**src/rtl/input_port_unit_pkg.sv**
```systemverilog
// Shared router definitions: port and flit-type encodings, flit field positions
// and the dimension-ordered (X first, then Y) route computation.
package input_port_unit_pkg;

    localparam int FLIT_WIDTH = 16;

    localparam int TYPE_MSB   = 15;
    localparam int TYPE_LSB   = 14;
    localparam int DEST_X_MSB = 7;
    localparam int DEST_X_LSB = 6;
    localparam int DEST_Y_MSB = 5;
    localparam int DEST_Y_LSB = 4;

    typedef enum logic [2:0] {
        PORT_LOCAL = 3'd0,
        PORT_WEST  = 3'd1,
        PORT_NORTH = 3'd2,
        PORT_EAST  = 3'd3,
        PORT_SOUTH = 3'd4,
        PORT_NONE  = 3'd7
    } port_e;

    typedef enum logic [1:0] {
        FLIT_HEAD   = 2'b00,
        FLIT_BODY   = 2'b01,
        FLIT_TAIL   = 2'b10,
        FLIT_SINGLE = 2'b11
    } flit_type_e;

    function automatic port_e xy_route(input logic [1:0] dest_x, input logic [1:0] dest_y,
                                       input logic [1:0] here_x, input logic [1:0] here_y);
        port_e port_v;
        if (dest_x > here_x) begin
            port_v = PORT_EAST;
        end else if (dest_x < here_x) begin
            port_v = PORT_WEST;
        end else if (dest_y > here_y) begin
            port_v = PORT_NORTH;
        end else if (dest_y < here_y) begin
            port_v = PORT_SOUTH;
        end else begin
            port_v = PORT_LOCAL;
        end
        return port_v;
    endfunction

    // A packet opens with HEAD or SINGLE and closes with TAIL or SINGLE.
    function automatic logic is_first_flit(input logic [1:0] flit_type);
        return (flit_type == FLIT_HEAD) || (flit_type == FLIT_SINGLE);
    endfunction

    function automatic logic is_last_flit(input logic [1:0] flit_type);
        return (flit_type == FLIT_TAIL) || (flit_type == FLIT_SINGLE);
    endfunction

endpackage

```
**src/rtl/input_port_unit_flit_fifo.sv**
```systemverilog
// Circular flit buffer with an occupancy counter; the head entry is visible
// combinationally, and writes are refused while full.
module Flit_FIFO
#(
    parameter int DEPTH = 4,
    parameter int WIDTH = 16
)
(
    input  logic             clk,
    input  logic             rst,
    input  logic             push_i,
    input  logic             pop_i,
    input  logic [WIDTH-1:0] data_i,
    output logic [WIDTH-1:0] head_o,
    output logic             full_o,
    output logic             empty_o
);
    import input_port_unit_pkg::*;

    localparam int PTR_W = $clog2(DEPTH);
    localparam logic [PTR_W-1:0] PTR_ONE  = PTR_W'(1);
    localparam logic [PTR_W:0]   CNT_ONE  = (PTR_W + 1)'(1);
    localparam logic [PTR_W:0]   CNT_FULL = (PTR_W + 1)'(DEPTH);

    logic [WIDTH-1:0] mem_q [DEPTH];
    logic [PTR_W-1:0] wr_ptr_q;
    logic [PTR_W-1:0] wr_ptr_d;
    logic [PTR_W-1:0] rd_ptr_q;
    logic [PTR_W-1:0] rd_ptr_d;
    logic [PTR_W:0]   count_q;
    logic [PTR_W:0]   count_d;
    logic             do_push_s;
    logic             do_pop_s;

    assign full_o    = (count_q == CNT_FULL);
    assign empty_o   = (count_q == '0);
    assign do_push_s = push_i && !full_o;
    assign do_pop_s  = pop_i && !empty_o;
    assign head_o    = mem_q[rd_ptr_q];

    // Pointer and occupancy next-state; DEPTH is a power of two so pointers wrap naturally.
    always_comb begin
        wr_ptr_d = wr_ptr_q;
        rd_ptr_d = rd_ptr_q;
        count_d  = count_q;
        if (do_push_s) begin
            wr_ptr_d = wr_ptr_q + PTR_ONE;
        end else begin
            wr_ptr_d = wr_ptr_q;
        end
        if (do_pop_s) begin
            rd_ptr_d = rd_ptr_q + PTR_ONE;
        end else begin
            rd_ptr_d = rd_ptr_q;
        end
        case ({do_push_s, do_pop_s})
            2'b10:   count_d = count_q + CNT_ONE;
            2'b01:   count_d = count_q - CNT_ONE;
            default: count_d = count_q;
        endcase
    end

    // Pointer and occupancy registers.
    always_ff @(posedge clk or posedge rst) begin
        if (rst) begin
            wr_ptr_q <= '0;
            rd_ptr_q <= '0;
            count_q  <= '0;
        end else begin
            wr_ptr_q <= wr_ptr_d;
            rd_ptr_q <= rd_ptr_d;
            count_q  <= count_d;
        end
    end

    // Storage array; contents are meaningless while the count says empty.
    always_ff @(posedge clk) begin
        if (do_push_s) begin
            mem_q[wr_ptr_q] <= data_i;
        end
    end

endmodule

```
**src/rtl/input_port_unit.sv**
```systemverilog
// Router input port: buffers incoming flits, routes each packet's head flit
// with XY routing, requests the switch allocator and forwards granted flits.
module input_port_unit
#(
    parameter int FIFO_DEPTH = 4,
    parameter int FLIT_WIDTH = 16,
    parameter int ROUTER_X   = 0,
    parameter int ROUTER_Y   = 0
)
(
    input  logic                  clk,
    input  logic                  rst,
    input  logic [FLIT_WIDTH-1:0] in_flit,
    input  logic                  in_valid,
    output logic                  in_ready,
    output logic                  sa_req,
    output logic [2:0]            sa_dport,
    input  logic                  sa_grant,
    output logic [FLIT_WIDTH-1:0] out_flit,
    output logic                  out_valid,
    output logic                  err_drop
);
    import input_port_unit_pkg::*;

    localparam logic [0:0] ST_IDLE   = 1'b0;
    localparam logic [0:0] ST_ACTIVE = 1'b1;
    localparam logic [1:0] HERE_X    = 2'(ROUTER_X);
    localparam logic [1:0] HERE_Y    = 2'(ROUTER_Y);

    logic                  fifo_full_s;
    logic                  fifo_empty_s;
    logic [FLIT_WIDTH-1:0] head_flit_s;
    logic [1:0]            head_type_s;
    logic [1:0]            dest_x_s;
    logic [1:0]            dest_y_s;
    port_e                 route_s;
    logic                  pop_s;
    logic                  drop_s;
    logic                  fwd_s;

    logic [0:0]            state_q;
    logic [0:0]            state_d;
    logic [2:0]            dport_q;
    logic [2:0]            dport_d;
    logic                  sa_req_q;
    logic [2:0]            sa_dport_q;
    logic                  out_valid_q;
    logic [FLIT_WIDTH-1:0] out_flit_q;
    logic                  err_drop_q;

    Flit_FIFO #(
        .DEPTH (FIFO_DEPTH),
        .WIDTH (FLIT_WIDTH)
    ) u_fifo (
        .clk     (clk),
        .rst     (rst),
        .push_i  (in_valid),
        .pop_i   (pop_s),
        .data_i  (in_flit),
        .head_o  (head_flit_s),
        .full_o  (fifo_full_s),
        .empty_o (fifo_empty_s)
    );

    assign in_ready    = !fifo_full_s;
    assign head_type_s = head_flit_s[TYPE_MSB:TYPE_LSB];
    assign dest_x_s    = head_flit_s[DEST_X_MSB:DEST_X_LSB];
    assign dest_y_s    = head_flit_s[DEST_Y_MSB:DEST_Y_LSB];
    assign route_s     = xy_route(dest_x_s, dest_y_s, HERE_X, HERE_Y);

    // Packet FSM: a head flit is routed without popping; strays are discarded in IDLE.
    always_comb begin
        state_d = state_q;
        dport_d = dport_q;
        pop_s   = 1'b0;
        drop_s  = 1'b0;
        fwd_s   = 1'b0;
        case (state_q)
            ST_IDLE: begin
                if (fifo_empty_s) begin
                    state_d = ST_IDLE;
                end else if (is_first_flit(head_type_s)) begin
                    dport_d = route_s;
                    state_d = ST_ACTIVE;
                end else begin
                    pop_s  = 1'b1;
                    drop_s = 1'b1;
                end
            end
            ST_ACTIVE: begin
                // An empty buffer under grant simply produces a bubble.
                if (sa_grant && !fifo_empty_s) begin
                    pop_s = 1'b1;
                    fwd_s = 1'b1;
                    if (is_last_flit(head_type_s)) begin
                        state_d = ST_IDLE;
                    end else begin
                        state_d = ST_ACTIVE;
                    end
                end else begin
                    state_d = ST_ACTIVE;
                end
            end
            default: begin
                state_d = ST_IDLE;
            end
        endcase
    end

    // State and registered allocator/crossbar outputs.
    always_ff @(posedge clk or posedge rst) begin
        if (rst) begin
            state_q     <= ST_IDLE;
            dport_q     <= PORT_NONE;
            sa_req_q    <= 1'b0;
            sa_dport_q  <= PORT_NONE;
            out_valid_q <= 1'b0;
            out_flit_q  <= '0;
            err_drop_q  <= 1'b0;
        end else begin
            state_q     <= state_d;
            dport_q     <= dport_d;
            sa_req_q    <= (state_d == ST_ACTIVE);
            sa_dport_q  <= (state_d == ST_ACTIVE) ? dport_d : PORT_NONE;
            out_valid_q <= fwd_s;
            err_drop_q  <= drop_s;
            if (fwd_s) begin
                out_flit_q <= head_flit_s;
            end
        end
    end

    assign sa_req    = sa_req_q;
    assign sa_dport  = sa_dport_q;
    assign out_valid = out_valid_q;
    assign out_flit  = out_flit_q;
    assign err_drop  = err_drop_q;

endmodule

```
**config.mk**
```make
export PLATFORM = sky130hd
export DESIGN_NAME = input_port_unit
export DESIGN_NICKNAME = d
export VERILOG_FILES = /design/src/rtl/input_port_unit_pkg.sv /design/src/rtl/input_port_unit_flit_fifo.sv /design/src/rtl/input_port_unit.sv
export SDC_FILE = /design/constraint.sdc
export NUM_CORES = 1
export LEC_CHECK = 0
export CAP_MARGIN = 30
export CORE_MARGIN = 5
export CORE_UTILIZATION = 45
export DETAILED_ROUTE_END_ITERATION = 8
export PLACE_DENSITY = 0.78
export SYNTH_ARGS = -nofsm -noshare
export SYNTH_HDL_FRONTEND = slang
export SYNTH_SLANG_ARGS = --single-unit
```
**constraint.sdc**
```tcl
create_clock -name clk -period 2.6 [get_ports clk]
set_clock_uncertainty 0.05 [all_clocks]
set_input_delay 0.52 -clock clk [delete_from_list [all_inputs] [get_ports clk]]
set_output_delay 0.52 -clock clk [all_outputs]
set_load 0.02 [all_outputs]
```
Yosys cells after proc, flatten, opt, wreduce, memory -nomap -nowiden
Memories as Yosys holds them, arrays and structs flattened.
Cells that the tools add are included.
{ "word_totals": {"ram_bits": 64, "memories": 1, "inputBits": 20, "word_cells": 56, "reg_bits": 32} }
{ "mem_list": {"columns": ["name", "words", "word_bits", "read_ports", "rd_ports_with_merged_regs", "write_ports", "line", "source"], "rows": [
  ["u_fifo.mem_q", 4, 16, 1, 0, 1, "input_port_unit_flit_fifo.sv:25", "logic [WIDTH-1:0] mem_q [DEPTH];"]
]} }
{ "op_classes": {"n_lt_le_gt_ge": 4, "n_addsub": 4, "n_eq_ne": 5, "n_bitwise": 1, "n_reduce_logical": 10, "n_mux": 22} }
{ "ops": {"columns": ["operator", "count"], "rows": [
  ["3-bit 2-to-1 mux", 8],
  ["1-bit 2-to-1 mux", 11],
  ["2-bit == test (second input constant)", 3],
  ["3-bit one-hot mux with 2 select lines", 1],
  ["2-bit by 1-bit adder with 2-bit output (second input constant)", 2],
  ["2-bit by 1-bit greater-than comparator with 1-bit output (second input constant)", 2],
  ["2-bit by 1-bit < comparator with 1-bit output (second input constant)", 2],
  ["1-bit one-hot mux with 2 select lines", 2],
  ["3-bit by 1-bit adder with 3-bit output (second input constant)", 1],
  ["3-bit == test (second input constant)", 1],
  ["1-bit logical AND", 3],
  ["3-bit logical NOT", 1],
  ["3-bit by 1-bit subtractor with 3-bit output (second input constant)", 1],
  ["2-bit by 1-bit == test with 1-bit output (second input constant)", 1],
  ["1-bit logical NOT", 2],
  ["2-bit logical NOT", 1],
  ["1-bit logical OR", 2],
  ["2-bit nonzero test", 1],
  ["1-bit inverter", 1]
]} }

Longest topological paths before layout
Gate-level depths: netlist (run 1).
An unclocked memory read counts as a cell.
{ "depth": {"depth_word": 10, "mapped_depth": 12, "ltp_nobuf": 11} }

Cells and area by module
From an unflattened synthesis (run 1), not the netlist that was laid out.
{ "hier_totals": {"hier_cells": 189, "area_unflattened_um2": 3754.9} }
{ "by_module_without_submodules": {"columns": ["mod", "n_inst", "area_each_um2", "cells_each"], "rows": [
  ["Flit_FIFO", 1, 2778.9, 122],
  ["input_port_unit", 1, 975.9, 67]
]} }

Worst setup path after synthesis (run 1)
Ideal clock, no wire load.
{ "synth_timing": {"kind": "register to register", "from": "reg u_fifo.rd_ptr_q[0]", "to": "reg u_fifo.count_q[2]", "setup_time_ns": 0.079, "t_arrival_ns": 2.629, "path_slack_ns": -0.158, "path_stages_with_launch": 12, "required_time_ns": 2.471, "synth_period_minus_slack_ns": 2.758, "cell_sequence": "dfrtp_1 > buf_6 > mux4_1 > ha_1 > nor2_1 > o21a_1 > ha_1 > inv_1 > fa_1 > xor2_1 > nor2_1 > xor2_1"} }
{ "synth_between": {"elab_chain_len": 9} }
{ "synth_lines": {"columns": ["element", "line", "source"], "rows": [
  ["start: declaration", "input_port_unit_flit_fifo.sv:28", "logic [PTR_W-1:0] rd_ptr_q;"],
  ["start signal: assignment", "input_port_unit_flit_fifo.sv:71", "rd_ptr_q <= rd_ptr_d;"],
  ["memory 4 x 16 bit *", null, null],
  ["named net head_flit_s[15]", "input_port_unit.sv:32", "logic [FLIT_WIDTH-1:0] head_flit_s;"],
  ["2-bit == test / 2-bit logical NOT (equally long branches)", "input_port_unit_pkg.sv:49", "return (flit_type == FLIT_HEAD) || (flit_type == FLIT_SINGLE);"],
  ["1-bit logical OR *", "input_port_unit_pkg.sv:49", null],
  ["1-bit 2-to-1 mux *", "input_port_unit.sv:82", "end else if (is_first_flit(head_type_s)) begin"],
  ["1-bit 2-to-1 mux *", "input_port_unit.sv:80", "if (fifo_empty_s) begin"],
  ["1-bit one-hot mux with 2 select lines *", "input_port_unit.sv:78", "case (state_q)"],
  ["1-bit logical AND *", "input_port_unit_flit_fifo.sv:38", "assign do_pop_s = pop_i && !empty_o;"],
  ["named net u_fifo.do_pop_s", "input_port_unit_flit_fifo.sv:33", "logic do_pop_s;"],
  ["2-bit by 1-bit == test with 1-bit output / 2-bit == test (equally long branches)", "input_port_unit_flit_fifo.sv:56", "case ({do_push_s, do_pop_s})"],
  ["3-bit one-hot mux with 2 select lines / 2-bit nonzero test (equally long branches)", null, null],
  ["end signal: assignment", "input_port_unit_flit_fifo.sv:72", "count_q <= count_d;"],
  ["end: declaration", "input_port_unit_flit_fifo.sv:30", "logic [PTR_W:0] count_q;"]
]} }
Mark *: on every way through the listed nets, which the timed path passes. The rest lies on a longest branch.
A chain may end at the register's enable or synchronous reset.

Worst setup path in the final report (run 1)
Same ends and word-level chain as after synthesis.

==> run_results.csv, run 1 <==
group,metric,value,unit
run_status,status,"complete, but fails checks",
run_status,violations,"negative setup slack",
setup_path,regToRegStartpoint,"u_fifo.rd_ptr_q[0]$_DFFE_PP0P_",
sta,min_period_over_period,101,%
grt,grt_pass1_vias,2018,
worst_hold_path,worst_hold_path_type,"reg -> reg",
synthesis,seq_area_frac_synth,72.7,%
sta,setup_tns,-34.6,ps
floorplan,die_w,101,microns
clocking,ctsHtreeMaxLevel,3,
synthesis,syn_inst,191,
floorplan,io_pins,43,
job,max-cap-violations,0,
synthesis,ys.flop_type,"edfxtp_1",
sta,worst_slew_pin_slew,435,ps
clocking,clk_pin_slew,90,ps
synthesis,ys_types,31,
grt,grt_pass1_wl,10.3,mm
setup_path,cp_max_fo,3,
floorplan,die_area,0.0103,sq mm
synthesis,yosysWarnings,0,
route,postRouteAntennaNets,0,
clocking,numCtsBuffers,9,
layout,nets,284,
setup_path,r2r_cells,11,
route,drc,0,
floorplan,die_h,101,microns
grt,grt_usage,13.5,%
setup_path,cp_data_arrival_time,2860,ps
pwr,p_per_area,1250,mW/mm^2
layout,layout_commonest_cell,"edfxtp_1",
layout,final_cell_mix,"edfxtp_1, clkdlybuf4s50_1, dfrtp_1",
synthesis,async_flop_share,33.3,%
synthesis,netlist_area,0.00376,sq mm
synthesis,synth_nets,219,
placed_design,hpwlAfterDp,4.33,mm
layout,final_cells,366,
setup_path,startpoint_type,"flop",
setup_path,path_class,"reg -> reg",
clocking,cts_tree,"yes",
worst_hold_path,whs_path_depth,2,
sta,finalCriticalPeriod,2630,ps
worst_hold_path,whs_endpoint,"dport_q[2]$_DFF_PP1_",
floorplan,start_util,46.0,%
clocking,cts_root_buf,"clkbuf_8",
sta,rsz0062_at_grt,"true",
layout,n_fill_cell,622,
clocking,holdBufCountCts,0,
grt,grt_max_degree,33,
route,drt-initial-drc-count,71,
floorplan,core-area,0.00818,sq mm
layout,drive_gt1_share,29.9,%
synthesis,synth_edf_count,64,
route,drt-total-wl,6.54,mm
pwr,worst_ir_drop_vdd,391,uV
worst_hold_path,min-delay-start,"dport_q[2]$_DFF_PP1_",
clocking,clkSinkCount,96,
clocking,cts_buffer_depth,2,
layout,final_util,57.0,%
grt,antenna_found_initial,0,
layout,area_growth,24.0,%
floorplan,fp-row-count,33,
setup_path,reg2reg_slack,-30,ps
grt,grt-ovfl-total,0,
setup_path,r2r-end,"u_fifo.count_q[2]$_DFFE_PP0P_",
route,wl_per_cell,17.9,microns
clocking,clk_latency,350,ps
sta,fmax,380,MHz
synthesis,avgSynthCellArea,19.7,sq um
placed_design,port_buffers,42,
sta,final_hold_viol_count,0,
sta,layout_setup_ws,-34.6,ps
placed_design,place_congestion,0.723,
sta,maxSlewHeadroom,71.0,%
route,vias,1872,
route,first_pass_iters,4,
layout,n_antenna_cell,0,
sta,setup_viol,1,
setup_path,crit_required,2830,ps
setup_path,critical_path.endpoint_type,"flop",
route,viasPerCell,5.11,
placed_design,placed_cells_incl_taps,346,
sta,slew_viol_final,0,
pwr,p_leak,1.74,nW
synthesis,ys_ff_latch,96,
logic make-up after synthesis:
logic type,Yosys count,synth area share [%]
XOR/XNOR,6,1.40
adder cells (fa/ha/maj),8,2.86
flip-flops,96,72.7
multiplexers,35,15.8
buffers and inverters,19,2.56
AND/OR/NAND/NOR,18,3.00
AO/OA/AOI/OAI,9,1.70
registers in the layout (all words and copies together), names as in the netlist:
register,cells
u_fifo.mem_q,64
u_fifo.count_q,3
u_fifo.wr_ptr_q,2
sa_dport,3
sa_req,1
dport_q,3
u_fifo.rd_ptr_q,2
err_drop,1
out_flit,16
out_valid,1
stage by stage:
stage / setup slack, ps / hold WS (ps) / power [mW] / area (sq um)
3_3_place_gp: 26.0 / 395 / 4.53 / 4380
4_1_cts: 3.68 / 414 / 5.80 / 4640
3_5_place_dp: -41.5 / 400 / 4.62 / 4380
5_1_grt: -124 / 438 / 6.14 / 4660
6_report: -34.6 / 409 / 5.81 / 4660
2_1_floorplan: -7.25 / 387 / 3.79 / 3770
synthesized netlist by cell type (4+ instances only):
master    instances  area [sq um]
dfrtp_1          26           651
dfstp_2           6           158
mux2_2           17           191
ha_1              7          87.6
inv_1            13          48.8
and3_1            4          25.0
mux4_2           10           225
edfxtp_1         64          1920
mux4_1            6           158
cell type report:
cell class	count	area [sq um]	share of cell area [%]
Clock buffer	10	128	2.74
Inverter	13	48.8	1.05
Multi-Input combinational cell	76	948	20.4
Clock inverter	6	116	2.50
Sequential cell	96	2730	58.6
Tap cell	105	131	2.82
Timing Repair Buffer	60	556	11.9
critical path, cell delays in order (launching register included):
cell and delay [ps]:
dfrtp_2 410, mux4_2 520, inv_2 90, ha_4 210, nor2_4 90, o21a_1 180
ha_2 210, inv_2 40, fa_2 330, xor2_1 160, nor2_1 140, xor2_1 160
layer usage:
| layer | global-route usage [%] | part of all wire [%] | vias to the layer above | wire [microns] |
|---|---|---|---|---|
| met5 | 0 | 0 | - | 0 |
| met4 | 5.21 | 1.4 | 0 | 90 |
| met3 | 3.03 | 4.8 | 10 | 315 |
| li1 | - | - | 859 | - |
| met1 | 16.1 | 39 | 962 | 2560 |
| met2 | 23.8 | 55 | 41 | 3570 |
power by group:
part | leakage [nW] | total, mW | internal, mW | switching [mW]
registers | 0.955 | 2.33 | 2.13 | 0.201
clock network | 0.115 | 1.14 | 0.646 | 0.496
logic | 0.666 | 2.33 | 1.21 | 1.12
total | 1.74 | 5.81 | 3.99 | 1.82
worst max-delay path by stage:
stage	startpoint	end	slack, ps	cells past startpoint
after floorplan	u_fifo.rd_ptr_q[0]$_DFFE_PP0P_	u_fifo.count_q[2]$_DFFE_PP0P_	-7	12
after global placement	u_fifo.rd_ptr_q[0]$_DFFE_PP0P_	u_fifo.count_q[2]$_DFFE_PP0P_	30	11
after detailed placement	u_fifo.rd_ptr_q[0]$_DFFE_PP0P_	u_fifo.count_q[2]$_DFFE_PP0P_	-40	11
after CTS	u_fifo.rd_ptr_q[0]$_DFFE_PP0P_	u_fifo.count_q[2]$_DFFE_PP0P_	4	11
after global routing	u_fifo.rd_ptr_q[0]$_DFFE_PP0P_	u_fifo.count_q[2]$_DFFE_PP0P_	-120	11
final	u_fifo.rd_ptr_q[0]$_DFFE_PP0P_	u_fifo.count_q[2]$_DFFE_PP0P_	-30	11
timing repair:
item | CTS | global route
setup buffers | 2 | 2
gates resized for setup | 1 | 2
pin swaps | 2 | 1
setup endpoints to repair | 1 | 1
(Power assumes the default switching activity.)
==> run 2, diff against run 1 <==
- PLACE_DENSITY: 0.78 -> 0.69
==> run_results.csv, run 2 (synthesized netlist as in run 1, its figures left out) <==
group,metric,value,unit
clocking,numCtsBuffers,9,
grt,grt_pass1_vias,2009,
floorplan,die_h,101,microns
layout,nets,284,
layout,final_cells,366,
floorplan,die_area,0.0103,sq mm
pwr,total_power,5.47,mW
floorplan,start_util,46.0,%
setup_path,cp_max_fo,3,
grt,grt_usage,13.6,%
setup_path,crit_required,2830,ps
grt,grt-ovfl-total,0,
route,viasPerCell,5.03,
grt,grt_max_degree,33,
clocking,clk_latency,350,ps
pwr,p_leak,1.71,nW
route,drc,0,
layout,n_antenna_cell,0,
placed_design,preCtsSetupSlack,-59.3,ps
setup_path,critical_path.endpoint_type,"flop",
clocking,ctsHtreeMaxLevel,3,
setup_path,path_class,"reg -> reg",
pwr,p_per_area,1190,mW/mm^2
route,postRouteAntennaNets,0,
clocking,clkSinkCount,96,
floorplan,die_w,101,microns
sta,layout_setup_ws,42.5,ps
clocking,cts_root_buf,"clkbuf_8",
clocking,clk_pin_slew,90,ps
layout,final_cell_mix,"edfxtp_1, clkdlybuf4s50_1, dfrtp_1",
grt,grt_use_met2,22.4,%
sta,min_period_over_period,98.4,%
grt,use_met3,2.62,%
clocking,cts_buffer_depth,2,
sta,rsz0062_at_grt,"true",
layout,regMostFlops,"u_fifo.mem_q",
pwr,worst_ir_drop_vdd,393,uV
floorplan,io_pins,43,
layout,largest_register_ffs,64,
route,drt-initial-drc-count,74,
layout,n_fill_cell,654,
job,max-cap-violations,0,
worst_hold_path,worst_hold_path_type,"reg -> reg",
grt,grt_pass1_wl,10.2,mm
setup_path,cp_slowest_cell,"mux4_2",
placed_design,placed_cells_incl_taps,346,
floorplan,core-area,0.00818,sq mm
sta,final_hold_viol_count,0,
setup_path,worstPathCellList,"mux4_2 > inv_2 > ha_4 > nor2_4 > o21a_1 > ha_2 > inv_2 > fa_2 > xor2_1 > nor2_1 > xor2_1",
setup_path,startpoint_type,"flop",
grt,met1_usage,17.1,%
sta,setup_viol,0,
setup_path,critPathMaxStageDelay,530,ps
run_status,status,"completed",
layout,area_growth,22.0,%
route,first_pass_iters,4,
layout,layout_commonest_cell,"edfxtp_1",
placed_design,port_buffers,42,
route,wl_per_cell,17.2,microns
placed_design,place_congestion,0.726,
clocking,cts_tree,"yes",
setup_path,cp_data_arrival_time,2780,ps
sta,setup_tns,0,ps
layout,drive_gt1_share,29.1,%
floorplan,fp-row-count,33,
route,drt-total-wl,6.31,mm
sta,worst_slew_pin_slew,427,ps
layout,regArea,0.00273,sq mm
sta,finalCriticalPeriod,2560,ps
layout,multi_input_area,948,sq um
sta,whs,410,ps
route,vias,1841,
sta,maxSlewHeadroom,71.6,%
grt,antenna_found_initial,0,
sta,slew_viol_final,0,
placed_design,hpwlAfterDp,4.08,mm
grt,busiest_layer,"met2",
sta,fmax,391,MHz
-- run 2: where the power goes --
group | internal [mW] | total [mW] | switching [mW]
clock network | 0.352 | 0.858 | 0.506
logic | 1.20 | 2.28 | 1.08
registers | 2.13 | 2.33 | 0.203
total | 3.68 | 5.47 | 1.79
-- run 2: path summary, 6_finish.rpt --
kind                                                 from                            end  slack [ps]  cells after the start
setup / recovery           u_fifo.rd_ptr_q[0]$_DFFE_PP0P_  u_fifo.count_q[2]$_DFFE_PP0P_          40                     11
hold / removal                       dport_q[2]$_DFF_PP1_           dport_q[2]$_DFF_PP1_         410                      2
max in group asynchronous                             rst          sa_dport[0]$_DFF_PP1_        1660                      3
hold reg to reg                      dport_q[2]$_DFF_PP1_           dport_q[2]$_DFF_PP1_         410                      2
min in group asynchronous                             rst       out_flit[11]$_DFFE_PP0P_         500                      3
setup reg to reg           u_fifo.rd_ptr_q[0]$_DFFE_PP0P_  u_fifo.count_q[2]$_DFFE_PP0P_          40                     11
-- run 2: per-layer routing --
layer | part of all wire [%] | wire length, microns | vias to the layer above
met3 | 4.8 | 302 | 12
met5 | 0 | 0 | -
met1 | 42 | 2640 | 915
met4 | 2.3 | 147 | 0
met2 | 51 | 3220 | 47
li1 | - | - | 867
-- run 2: area by class of cell --
cell class                      instances  area share (%)
Clock buffer                           10            2.78
Clock inverter                          6           0.928
Inverter                               13            1.06
Multi-Input combinational cell         76            20.7
Sequential cell                        96            59.6
Tap cell                              105            2.86
Timing Repair Buffer                   60            12.1
-- run 2: stage by stage --
step                      instance area (sq um)  utilization, %
after floorplan                            3770               -
after global placement                     4380            53.6
after detailed placement                   4380            53.6
after CTS                                  4570            55.8
after global routing                       4590            56.1
final                                      4590            56.1
-- run 2: what timing repair did --
item	CTS	global route
hold buffers	0	0
pin swaps	1	4
cloned	0	0
buffers inserted	2	2
setup endpoints to repair	1	1
resized for setup	1	2
-- run 2: worst max-delay path: cells and delay by family (launching register included) --
kind,cells,cell delay (ps)
adders and majority gates,3,720
muxes,1,530
DFF,1,400
xor gates and xnor gates,2,300
and+or+nand+nor,2,210
AOI/OAI and AO/OA,1,140
buffers and inverters,2,130
==> run 3, diff against run 2 <==
- CORE_UTILIZATION: 45 -> 48
- PLACE_DENSITY: 0.69 -> 0.73
==> run_results.csv, run 3 (synthesized netlist as in run 1, its figures left out) <==
group,metric,value,unit
grt,antenna_found_initial,0,
pwr,p_leak,1.70,nW
sta,setup_viol,0,
sta,layout_setup_ws,28.4,ps
layout,drive_gt1_share,29.3,%
setup_path,r2r_cells,11,
floorplan,start_util,48.9,%
layout,layout_commonest_cell,"edfxtp_1",
route,first_pass_iters,4,
clocking,ctsHtreeMaxLevel,3,
setup_path,startpoint_type,"flop",
sta,setup_tns,0,ps
layout,regMostFlops,"u_fifo.mem_q",
floorplan,die_w,98.5,microns
sta,maxSlewHeadroom,71.3,%
setup_path,path_class,"reg -> reg",
clocking,clk_pin_slew,90,ps
clocking,clk_latency,350,ps
setup_path,cp_data_arrival_time,2800,ps
floorplan,io_pins,43,
placed_design,hpwlAfterDp,4.32,mm
grt,grt_usage,14.7,%
worst_hold_path,whs_path_depth,2,
route,postRouteAntennaNets,0,
pwr,p_per_area,1210,mW/mm^2
placed_design,port_buffers,42,
layout,final_util,59.7,%
sta,rsz0062_at_grt,"true",
sta,fmax,389,MHz
layout,final_cell_mix,"edfxtp_1, clkdlybuf4s50_1, dfrtp_1",
route,vias,1869,
route,drc,0,
setup_path,critical_path.endpoint_type,"flop",
grt,grt_max_degree,33,
sta,min_period_over_period,98.9,%
sta,final_hold_viol_count,0,
clocking,numCtsBuffers,9,
placed_design,place_congestion,0.792,
setup_path,cp_max_fo,4,
grt,grt_pass1_vias,2013,
floorplan,core-area,0.00769,sq mm
route,drt-total-wl,6.62,mm
route,viasPerCell,5.18,
grt,grt-ovfl-total,0,
floorplan,fp-row-count,32,
clocking,cts_root_buf,"clkbuf_8",
placed_design,preCtsSetupSlack,-29.9,ps
job,max-cap-violations,0,
layout,final_cells,361,
run_status,status,"completed",
clocking,cts_tree,"yes",
floorplan,die_area,0.00970,sq mm
layout,n_fill_cell,600,
placed_design,placed_cells_incl_taps,343,
worst_hold_path,worst_hold_path_type,"reg -> reg",
floorplan,die_h,98.5,microns
route,drt-initial-drc-count,53,
sta,worst_slew_pin_slew,430,ps
clocking,cts_buffer_depth,2,
pwr,worst_ir_drop_vdd,376,uV
layout,nets,282,
clocking,clkSinkCount,96,
layout,n_antenna_cell,0,
grt,grt_pass1_wl,10.7,mm
sta,finalCriticalPeriod,2570,ps
layout,largest_register_ffs,64,
sta,slew_viol_final,0,
layout,area_growth,22.2,%
setup_path,crit_required,2830,ps
route,wl_per_cell,18.3,microns
## run 3: where the power goes
group / internal, mW / leakage [nW] / switching, mW
combinational: 1.18 / 0.657 / 1.09
sequential: 2.13 / 0.955 / 0.206
clock: 0.448 / 0.0929 / 0.509
## run 3: through the flow
step	hold slack (ps)	instance area, sq um	power, mW
final	411	4590	5.56
after global routing	455	4590	5.91
after CTS	411	4580	5.61
after detailed placement	398	4380	4.63
after global placement	401	4380	4.54
after floorplan	387	3770	3.79
## run 3: area by class of cell
cell class / count / area [sq um] / share of cell area (%)
sequential: 96 / 2730 / 59.5
multi-input combinational: 76 / 948 / 20.7
timing repair buffer: 58 / 541 / 11.8
clock buffer: 10 / 128 / 2.78
tap: 102 / 128 / 2.78
clock inverter: 6 / 67.6 / 1.47
inverter: 13 / 48.8 / 1.06
## run 3: final timing paths
check                                               start                            end  slack (ps)
max                        u_fifo.rd_ptr_q[0]$_DFFE_PP0P_  u_fifo.count_q[2]$_DFFE_PP0P_          30
min                                  dport_q[2]$_DFF_PP1_           dport_q[2]$_DFF_PP1_         410
max reg2reg                u_fifo.rd_ptr_q[0]$_DFFE_PP0P_  u_fifo.count_q[2]$_DFFE_PP0P_          30
min reg2reg                          dport_q[2]$_DFF_PP1_           dport_q[2]$_DFF_PP1_         410
max in group asynchronous                             rst           dport_q[0]$_DFF_PP1_        1640
min in group asynchronous                             rst            out_valid$_DFF_PP0_         510
## run 3: repair_timing
action / 4_1_cts / 5_1_grt
resized for setup: 1 / 2
hold buffers: 0 / 0
buffers inserted: 1 / 1
endpoints found under the setup margin: 1 / 1
pin swaps: 2 / 0
## run 3: metal layers
| layer | wire (microns) | GRT usage (%) | up-vias | share of wire (%) |
|---|---|---|---|---|
| li1 | - | - | 857 | - |
| met1 | 2760 | 18.9 | 972 | 42 |
| met2 | 3540 | 24.3 | 34 | 53 |
| met3 | 253 | 2.76 | 6 | 3.8 |
| met4 | 68 | 7.25 | 0 | 1.0 |
| met5 | 0 | 0 | - | 0 |
## run 3: critical path, cell delays in order (launching register included)
cell and delay, ps:
dfrtp_2 420, mux4_2 530, inv_2 90, ha_4 210
nor2_4 80, o21a_1 160, ha_2 200, inv_2 40
fa_2 330, xor2_1 150, nor2_1 110, xor2_1 160
==> patch 1 (config.mk and constraints of run 1) <==
Register the output `err_drop` once more, cleared by the reset; this adds one clock of latency there. The other outputs are not delayed to match.
--- a/src/rtl/input_port_unit.sv
+++ b/src/rtl/input_port_unit.sv
@@ -134,7 +134,13 @@
     assign sa_dport  = sa_dport_q;
     assign out_valid = out_valid_q;
     assign out_flit  = out_flit_q;
-    assign err_drop  = err_drop_q;
+    always_ff @(posedge clk or posedge rst) begin
+        if (rst) begin
+            err_drop <= '0;
+        end else begin
+            err_drop <= err_drop_q;
+        end
+    end
 
 endmodule
 
Check against the original RTL: not equivalent (Yosys sat finds a counterexample within 4 cycles, from zero or initial values and one cycle with rst high).
==> patch 1 against run 1 <==
- synthesized area increased by 0.67%
- highest routed layer unchanged
- wire length decreased by 0.72%
- die area increased by 0.60%
- power decreased by 0.37%
- sequential cell count increased by 1
- cell area increased by 0.67%
- worst setup slack improved by 0.072 ns
- largest cell class unchanged
==> patch 1: results (changes against run 1) <==
{| class="wikitable"
! Metric !! Value
|-
| Final hold slack || 0.3288 ns (-0.07995 ns)
|-
| Final count of negative-setup-slack endpoints || 0 (-1)
|-
| Routed wire length || 6492 µm (-0.72%)
|-
| Portion of synthesized cell area occupied by the leading cell type || 0.5081 (-0.003384)
|-
| Leakage power || 1.759 nW (+1.3%)
|-
| Mapped Nets || 220 (+0.46%)
|-
| Number of global-route vias before repair || 2,007 (-0.55%)
|-
| Power share of the sequential group || 0.406 (+0.004)
|-
| Maximum resistive drop on vdd || 0.0004514 V (+15%)
|-
| Reg2Reg Setup Slack || 0.04 ns (+0.07 ns)
|-
| Accumulated negative setup slack || 0 ns (+0.03459 ns)
|-
| Hold path startpoint || err_drop_q
|-
| Hold path depth || 0 (-2)
|-
| HPWL after detailed placement || 4546 µm (+5.0%)
|-
| Final Cycle Share || 0.9855 (-0.02776)
|-
| Switching part of the total || 0.3114 (-0.002168)
|-
| Data arrival, critical path || 2.79 ns (-0.07 ns)
|-
| DP Worst Slack || -0.06217 ns (-0.02070 ns)
|-
| Placed inst area || 4427 µm² (+1.1%)
|-
| Detailed Route Iter0 Violations || 68 (-4.2%)
|-
| Instance count after placement with tap cells included || 350 (+1.2%)
|-
| Detail-routed via count per cell || 5.068 (-0.92%)
|-
| Main area contributors after synthesis || sky130_fd_sc_hd__edfxtp_1 51%, sky130_fd_sc_hd__dfrtp_1 18%, sky130_fd_sc_hd__mux4_2 6.0%
|-
| Relative contribution of combinational cells to total power || 0.395 (-0.006)
|-
| Overall global routing resource usage || 0.1372 (+0.002138)
|-
| Routed WL per cell || 17.64 µm (-1.3%)
|-
| Resized cells post-CTS || 2 (+1)
|-
| Share of final-layout standard cells stronger than drive strength 1 || 0.3004 (+0.001530)
|-
| Met1 demand-to-capacity share in global routing || 0.1757 (+0.01431)
|-
| Clock-pin slew on the worst setup and hold paths || 0.09 ns (about the same)
|-
| Routability congestion estimate || 0.7345 (+1.5%)
|-
| Highest net fanout along the worst path || 4 (+1)
|-
| Endpoint of the worst hold-timing path || err_drop
|-
| Buffer count from post-CTS setup fixing || 1 (-1)
|-
| Routing usage on met3 || 0.03719 (+0.006887)
|-
| Net count, final || 286 (+0.70%)
|-
| First-pass GRT wire length || 10,430 µm (+0.93%)
|-
| Transition time of the tightest slew-check pin || 0.4430 ns (+0.008295 ns)
|-
| Seq/Total Area, Yosys || 0.7284 (+0.001809)
|-
| Post-synth ARST share || 0.3402 (+0.006873)
|-
| Maximum number of pins on one net before global-route repair || 34 (+3.0%)
|-
| Result of the run || finished clean
|-
| Most numerous cell types in the synthesized netlist || 64 x sky130_fd_sc_hd__edfxtp_1, 27 x sky130_fd_sc_hd__dfrtp_1, 17 x sky130_fd_sc_hd__mux2_2, 13 x sky130_fd_sc_hd__inv_1, 10 x sky130_fd_sc_hd__mux4_2
|-
| Cells after Synth || 192 (+0.52%)
|}
-- patch 1: cell count changes after synthesis, sizes merged --
| cell | delta |
|---|---|
| dfrtp | +1 |
-- patch 1: area by class of cell --
cell class                 instances  area (µm²)
sequential                        97        2756
clock inverter                     6       115.1
fill                             615        3526
multi-input combinational         76       948.4
timing repair buffer              61       563.0
inverter                          13       48.80
tap                              105       131.4
clock buffer                      10       127.6
-- patch 1: cells by family (layout without fill, tap and decap cells) --
kind of cell | after synthesis | count (layout) | share of synthesized area
simple gates | 18 | 18 | 0.02977
fa+ha+maj | 8 | 8 | 0.02845
xor+xnor | 6 | 6 | 0.01390
mux | 35 | 35 | 0.1571
buf+inv | 19 | 90 | 0.02547
compound gates | 9 | 9 | 0.01687
flops | 97 | 97 | 0.7284
-- patch 1: layer usage --
metal  vias to the layer above  routed length, µm
li1                        861                  -
met1                       966               2766
met2                        36               3455
met3                         2                241
met4                         0                 29
met5                         -                  0
==> patch 2 (config.mk and constraints of run 1) <==
Made on the original files. Make the reset (`rst`) synchronous in 2 clocked blocks.
--- a/src/rtl/input_port_unit_flit_fifo.sv
+++ b/src/rtl/input_port_unit_flit_fifo.sv
@@ -61,7 +61,7 @@
     end
 
     // Pointer and occupancy registers.
-    always_ff @(posedge clk or posedge rst) begin
+    always_ff @(posedge clk) begin
         if (rst) begin
             wr_ptr_q <= '0;
             rd_ptr_q <= '0;
--- a/src/rtl/input_port_unit.sv
+++ b/src/rtl/input_port_unit.sv
@@ -108,7 +108,7 @@
     end
 
     // State and registered allocator/crossbar outputs.
-    always_ff @(posedge clk or posedge rst) begin
+    always_ff @(posedge clk) begin
         if (rst) begin
             state_q     <= ST_IDLE;
             dport_q     <= PORT_NONE;
Function: differs if rst is asserted again (counterexample within 4 cycles, from zero or initial values and one cycle with rst high); with rst held inactive, the same outputs for 10 cycles.
==> patch 2 against run 1 <==
- synthesized area down 3.1%
- worst setup slack worse by 0.14 ns
- highest routed layer unchanged
- cell area is 3.3% lower
- the flow still finishes with violations (negative setup slack)
- cell count up 11%
- sequential cell count grew 2
- wire length is 3.6% lower
- critical endpoint is now u_fifo.count_q[2]
Power is not compared: it rests on default switching activity, and its combinational part moved more than twofold at a synthesized area within 25%.
==> patch 2: results (changes against run 1) <==
{| class="wikitable"
! Metric !! Value
|-
| Final hold slack || 0.3988 ns (-0.009987 ns)
|-
| Post-synth ARST share || 0 (-0.3333)
|-
| Overall global routing resource usage || 0.1304 (-0.004702)
|-
| Buffer count from post-CTS setup fixing || 1 (-1)
|-
| Share of final-layout standard cells stronger than drive strength 1 || 0.1869 (-0.1120)
|-
| Non-filler instance count after layout || 407 (+11%)
|-
| Failing checks || negative setup slack
|-
| Endpoint of the worst register-to-register path || u_fifo.count_q[2]
|-
| Met1 demand-to-capacity share in global routing || 0.1780 (+0.01662)
|-
| Wire length the detailed router placed on met1 || 2938 µm (+15%)
|-
| Number of synthesized register bits || 98 (+2.1%)
|-
| Routing usage on met3 || 0.03266 (+0.002359)
|-
| Met2 global-route usage || 0.1898 (-0.04809)
|-
| Accumulated negative setup slack || -0.1795 ns (-0.1449 ns)
|-
| Post-layout worst setup margin || -0.1776 ns (-0.1430 ns)
|-
| Non-clock buffer share || 0.1233 (+0.004073)
|-
| Adder-Cell Fraction of Synth Area || 0.02955 (+0.0009152)
|-
| Detail-routed via count per cell || 5.037 (-1.5%)
|-
| Resized cells post-CTS || 0 (-1)
|-
| Most numerous cell types in the synthesized netlist || 64 x sky130_fd_sc_hd__edfxtp_1, 40 x sky130_fd_sc_hd__nand2_1, 34 x sky130_fd_sc_hd__dfxtp_1, 22 x sky130_fd_sc_hd__a21oi_1, 13 x sky130_fd_sc_hd__mux4_2
|-
| Seq/Total Area, Yosys || 0.7148 (-0.01183)
|-
| Final count of negative-setup-slack endpoints || 2 (+1)
|-
| Hold path startpoint || dport_q[0]
|-
| Placed inst area || 4280 µm² (-2.3%)
|-
| Fraction of the mapped netlist area in compound gates || 0.03918 (+0.02219)
|-
| Share of cell area taken by flip-flops and latches || 0.5785 (-0.007747)
|-
| Main area contributors after synthesis || sky130_fd_sc_hd__edfxtp_1 53%, sky130_fd_sc_hd__dfxtp_1 19%, sky130_fd_sc_hd__mux4_2 8.0%
|-
| Routed wire length || 6304 µm (-3.6%)
|-
| Endpoint of the worst hold-timing path || sa_dport[0]
|-
| Count of cell types in the netlist || 29 (-6.5%)
|-
| First-pass GRT wire length || 9908 µm (-4.1%)
|-
| Maximum number of pins on one net before global-route repair || 18 (-45%)
|-
| Number of global-route vias before repair || 1,978 (-2.0%)
|-
| Data arrival, critical path || 3.02 ns (+0.16 ns)
|-
| Met2 WL || 2932 µm (-18%)
|-
| Filler cell count in the final layout || 599 (-3.7%)
|-
| Result of the run || finished with violations
|-
| Routability congestion estimate || 0.7102 (-1.8%)
|}
-- patch 2: worst register-to-register path, stage by stage, from the launching register on --
cell	delay, ns
sky130_fd_sc_hd__dfxtp_4	0.37
sky130_fd_sc_hd__mux4_2	0.51
sky130_fd_sc_hd__inv_2	0.08
sky130_fd_sc_hd__ha_4	0.20
sky130_fd_sc_hd__or2_4	0.26
sky130_fd_sc_hd__a21oi_4	0.15
sky130_fd_sc_hd__ha_4	0.15
sky130_fd_sc_hd__inv_2	0.03
sky130_fd_sc_hd__fa_2	0.32
sky130_fd_sc_hd__xor2_1	0.15
sky130_fd_sc_hd__or3_1	0.30
sky130_fd_sc_hd__a21oi_1	0.12
-- patch 2: worst max path at each step --
stage                         from                end  slack, ns
after floorplan           register  u_fifo.count_q[2]      -0.26
after global placement    register  u_fifo.count_q[2]      -0.16
final                     register  u_fifo.count_q[2]      -0.18
after detailed placement  register  u_fifo.count_q[2]      -0.22
after global routing      register  u_fifo.count_q[2]      -0.27
after CTS                 register  u_fifo.count_q[2]      -0.24
